**src/rtl/uart_pkg.sv**
```systemverilog
// Constants, state encoding and frame builder shared by the UART transmitter and receiver.
package uart_pkg;

  localparam int FRAME_BITS     = 11;
  localparam int DEFAULT_BAUD_W = 20;
  localparam int MIN_BAUD_K     = 2;

  typedef enum logic {
    IDLE = 1'b0,
    SEND = 1'b1
  } tx_state_t;

  // Bit 0 goes out first; unused trailing positions pad with stop-level 1s.
  function automatic logic [FRAME_BITS-1:0] build_frame(
    input logic [7:0] d,
    input logic       eight,
    input logic       pen,
    input logic       ohel
  );
    logic                  p;
    logic [FRAME_BITS-1:0] f;
    p = (eight ? ^d : ^d[6:0]) ^ ohel;
    if (eight) f = {1'b1, (pen ? p : 1'b1), d, 1'b0};
    else       f = {2'b11, (pen ? p : 1'b1), d[6:0], 1'b0};
    return f;
  endfunction

endpackage

```
**src/rtl/uart_bit_timer.sv**
```systemverilog
// Bit-time counter: counts 0..K-1 while enabled and ticks for one cycle at K-1.
module uart_bit_timer
  import uart_pkg::*;
#(
  parameter int BAUD_W = DEFAULT_BAUD_W
) (
  input  logic              clk,
  input  logic              reset,
  input  logic              i_en,
  input  logic [BAUD_W-1:0] i_k,
  output logic              o_tick
);

  logic [BAUD_W-1:0] r_cnt;
  logic              w_last;

  assign w_last = (r_cnt == i_k - BAUD_W'(1));
  assign o_tick = i_en & w_last;

  // Held at zero while disabled so each new bit period starts from a clean count.
  always_ff @(posedge clk or posedge reset) begin
    if (reset)                r_cnt <= '0;
    else if (!i_en || w_last) r_cnt <= '0;
    else                      r_cnt <= r_cnt + BAUD_W'(1);
  end

endmodule

```
**src/rtl/uart_tx_framer.sv**
```systemverilog
// UART transmit engine: latches a byte and its format on load, then shifts out an 11-bit-time frame.
// Handshake: load is taken only on a rising edge where txrdy=1; a load seen while txrdy=0 is dropped.
module uart_tx_framer
  import uart_pkg::*;
#(
  parameter int BAUD_W = DEFAULT_BAUD_W
) (
  input  logic              clk,
  input  logic              reset,
  input  logic              load,
  input  logic [7:0]        din,
  input  logic              eight,
  input  logic              pen,
  input  logic              ohel,
  input  logic [BAUD_W-1:0] baud_k,
  output logic              tx,
  output logic              txrdy,
  output logic              o_dbg_state
);

  tx_state_t             r_state;
  tx_state_t             w_next;
  logic [FRAME_BITS-1:0] r_shift;
  logic [FRAME_BITS-1:0] w_frame;
  logic [BAUD_W-1:0]     r_k;
  logic [3:0]            r_bitcnt;
  logic                  r_tx;
  logic                  w_accept;
  logic                  w_tick;
  logic                  w_last_bit;

  assign w_accept   = (r_state == IDLE) && load;
  assign w_last_bit = (r_bitcnt == 4'(FRAME_BITS - 1));
  assign w_frame    = build_frame(din, eight, pen, ohel);

  always_ff @(posedge clk or posedge reset) begin
    if (reset) r_state <= IDLE;
    else       r_state <= w_next;
  end

  always_comb begin
    w_next = r_state;
    case (r_state)
      IDLE:    if (load) w_next = SEND;
      SEND:    if (w_tick && w_last_bit) w_next = IDLE;
      default: w_next = IDLE;
    endcase
  end

  uart_bit_timer #(.BAUD_W(BAUD_W)) u_bit_timer (
    .clk    (clk),
    .reset  (reset),
    .i_en   (r_state == SEND),
    .i_k    (r_k),
    .o_tick (w_tick)
  );

  // The start bit goes straight to tx on accept; the shifter holds what is still to send.
  always_ff @(posedge clk or posedge reset) begin
    if (reset) begin
      r_tx     <= 1'b1;
      r_shift  <= '0;
      r_k      <= '0;
      r_bitcnt <= '0;
    end else if (w_accept) begin
      r_tx     <= w_frame[0];
      r_shift  <= {1'b1, w_frame[FRAME_BITS-1:1]};
      r_k      <= (baud_k < BAUD_W'(MIN_BAUD_K)) ? BAUD_W'(MIN_BAUD_K) : baud_k;
      r_bitcnt <= '0;
    end else if (r_state == SEND && w_tick) begin
      if (w_last_bit) begin
        r_tx <= 1'b1;
      end else begin
        r_tx     <= r_shift[0];
        r_shift  <= {1'b1, r_shift[FRAME_BITS-1:1]};
        r_bitcnt <= r_bitcnt + 4'd1;
      end
    end
  end

  assign tx          = r_tx;
  assign txrdy       = (r_state == IDLE);
  assign o_dbg_state = r_state;

endmodule

```
**config.mk**
```make
export PLATFORM = sky130hd
export DESIGN_NAME = uart_tx_framer
export DESIGN_NICKNAME = d
export VERILOG_FILES = /design/src/rtl/uart_pkg.sv /design/src/rtl/uart_bit_timer.sv /design/src/rtl/uart_tx_framer.sv
export SDC_FILE = /design/constraint.sdc
export NUM_CORES = 1
export LEC_CHECK = 0
export ABC_CLOCK_PERIOD_IN_PS = 3500
export BUFFER_PORTS_ARGS = -buffer_cell sky130_fd_sc_hd__buf_2
export CAP_MARGIN = 15
export CORE_ASPECT_RATIO = 1.5
export CORE_MARGIN = 1
export CORE_UTILIZATION = 53
export DETAILED_ROUTE_END_ITERATION = 16
export HOLD_SLACK_MARGIN = 0.12
export PLACE_DENSITY = 0.72
export SYNTH_ARGS = -nofsm -noshare
export SYNTH_HDL_FRONTEND = slang
export SYNTH_SLANG_ARGS = --single-unit
export TNS_END_PERCENT = 100
```
**constraint.sdc**
```tcl
create_clock -name clk -period 3.5 [get_ports clk]
set_clock_uncertainty 0.1 [all_clocks]
set_input_delay 1.05 -clock clk [delete_from_list [all_inputs] [get_ports clk]]
set_output_delay 1.05 -clock clk [all_outputs]
set_load 0.01 [all_outputs]
```
==> reports/qor.txt <==
Critical path type -> flop to flop
Syn_nets -> 453
Largest area contributor in the netlist -> dfrtp_1
Max Clk Rate -> 317 MHz
Total Power -> 1.75 mW
CP arrival -> 3.29 ns
Reg2Reg Depth -> 8
Layout cells sized above 1 -> 0.174
Gr ovfl total -> 0
Setup Viol. Count Final -> 0
Hold path cells -> 2
Worst path required time -> 3.63 ns
Power Density -> 430 mW/mm^2
Clk sinks -> 57
Max IR drop VDD -> 0.375 mV
Drt first pass iters -> 4
GR Util All Layers -> 0.257
Synth-to-Final Area Change -> 13.2%
Hold/Removal Path Class -> flop to flop
Top post-synthesis cells by area -> dfrtp_1 (39%), nand2_1 (7.2%), xnor2_1 (6.8%)
Die width -> 69.2 um
Post-DRT Antenna Nets -> 0
GPL Wtd Cong -> 0.873
Worst-path fanout max -> 21
DR vias -> 3120
Initial antenna violation count -> 0
PostCTS Resize Cnt -> 0
Hold_buf cts -> 0
Vias per cell -> 5.83
DR iter-0 viols -> 104
RSZ-0062 raised after global routing -> no
CTS tree -> built
Slew Limit Fails -> 0
Most common cell after layout, fill and taps aside -> nand2_1
Clock Pin Slew Worst Setup and Hold Paths -> 0.06 ns
Setup Buffers After CTS -> 0
Async S/R FF share, synth -> 1.00
Syn Std Cell Area -> 0.00359 mm^2
Slew HR -> 0.505
Yosys warning total -> 0
Critical path's slowest cell -> or4_4
Commonest cells after routing, fill and taps aside -> nand2_1 (69), dfrtp_1 (56), nor2_1 (46)
Starting Density -> 0.550
Critical Path Sink Type -> flop
#FFs+latches synth -> 57
Core Region -> 0.00653 mm^2
Fin crit share -> 0.902
Die area -> 0.00712 mm^2
Critical Path Start Type -> flop
Max Cap Viol -> 0
TritonCTS buffer count -> 9
Placed cell count -> 519
Die height -> 103 um
Endpoints failing hold -> 0
Top_reg_cell synth -> dfrtp_1
Leakage -> 1.80 nW
Netlist cell types -> 56
Routed WL per cell -> 16.0 um
Layout Cells excl Fill -> 535
Crit-path max cell delay -> 0.60 ns
Routed WL -> 8.58 mm
Vias in the first global route -> 3040
Ports -> 37
Critical-path cell list -> or4_4, nor3_1, nand4b_1, and3_4, or4b_4, o31ai_4, buf_4, nor2_1
Worst-Skew Late Latency -> 0.35 ns
N_diodes -> 0
Final min period -> 3.16 ns
Drt drc -> 0
Post-synth EDFFs -> 0
NumNets Final -> 492
Fin Setup TNS -> 0 ns
Pin count of the biggest net entering global routing -> 38
Row cnt -> 36
First-pass GRT wire length -> 14.0 mm
Syn Area/Cell -> 8.66 um^2
Register area share after synthesis -> 0.397
Status -> finished clean
Slew @ Worst Pin -> 0.736 ns
Clock buffer depth -> 2
Top cell type's share of synthesized area -> 0.390
Dpl hpwl -> 6.41 mm
H-tree depth -> 3
CTS root buf -> clkbuf_8
Post-Synthesis Cells -> 415
Port buffer count -> 36
## cell usage after synthesis (2+ instances only)
master	number
xnor2_1	28
dfrtp_1	56
buf_2	2
nand3_1	14
clkbuf_1	10
nor3b_1	2
buf_1	3
inv_1	13
ha_1	4
nor2_1	47
nor3_1	7
nand3b_1	6
a21oi_1	19
and3_1	11
mux2i_1	2
buf_4	2
a21o_1	2
a311oi_1	2
nor4_1	8
nor4_2	2
nand2_1	69
and4_1	4
xor2_1	18
nand4b_1	3
o21ai_0	9
and2_1	2
nand4_1	10
nand2b_1	7
a31oi_1	12
or3b_2	4
or4_4	3
o31ai_1	10
## sequential cells by signal (all words and copies together) (netlist names)
name,flops
o_dbg_state,1
r_bitcnt,4
r_k,20
r_shift,11
tx,1
u_bit_timer.r_cnt,20
## per-layer routing
layer	vias up	GRT usage	routed length (um)
met5	-	0	0
met4	0	0.122	230
met3	17	0.0665	340
met2	54	0.463	4490
met1	1507	0.284	3520
li1	1542	-	-
## worst paths after layout
| check | startpoint | to | slack, ns |
|---|---|---|---|
| worst min-delay path | r_shift[10] | r_shift[10] | 0.39 |
| worst min register to register | r_shift[10] | r_shift[10] | 0.39 |
| min in group asynchronous | reset | r_bitcnt[2] | 0.67 |
| worst max register to register | r_k[4] | u_bit_timer.r_cnt[7] | 0.34 |
| worst max-delay path | r_k[4] | u_bit_timer.r_cnt[7] | 0.34 |
| max in group asynchronous | reset | tx | 2.00 |
## through the flow
step | worst slack, ns | cell area (um^2) | hold WS [ns] | utilization
finish | 0.344 | 4070 | 0.389 | 0.623
global placement | 0.440 | 3870 | 0.357 | 0.593
global route | 0.105 | 4070 | 0.429 | 0.623
floorplan | 0.628 | 3590 | 0.342 | -
CTS | 0.328 | 4070 | 0.395 | 0.623
detailed placement | 0.353 | 3870 | 0.379 | 0.593
## power by group
group | internal [mW] | switching (mW)
combinational | 0.163 | 0.192
sequential | 0.715 | 0.0825
clock | 0.332 | 0.266
## area by class of cell
type	count	area, um^2
sequential	57	1430
multi-input combinational	327	2030
clock inverter	2	10.0
fill	588	2460
clock buffer	14	183
inverter	13	48.8
tap	76	95.1
timing repair buffer	46	268
## cells by family (layout without fill, tap and decap cells)
family | after synthesis | after routing | synth area share
AOI/OAI and AO/OA | 65 | 65 | 0.120
xor gates and xnor gates | 47 | 47 | 0.119
adders and majority gates | 4 | 4 | 0.0139
buffers and inverters | 31 | 75 | 0.0373
DFF | 57 | 57 | 0.397
muxes | 2 | 2 | 0.00557
and+or+nand+nor | 209 | 209 | 0.307
## worst max-delay path: cells and delay by family (launching register included)
| kind | cells | cell delay, ns |
|---|---|---|
| compound gates | 1 | 0.24 |
| flops | 1 | 0.47 |
| simple gates | 6 | 1.94 |
| buf+inv | 1 | 0.29 |
Power figures use the tool's default switching activity.
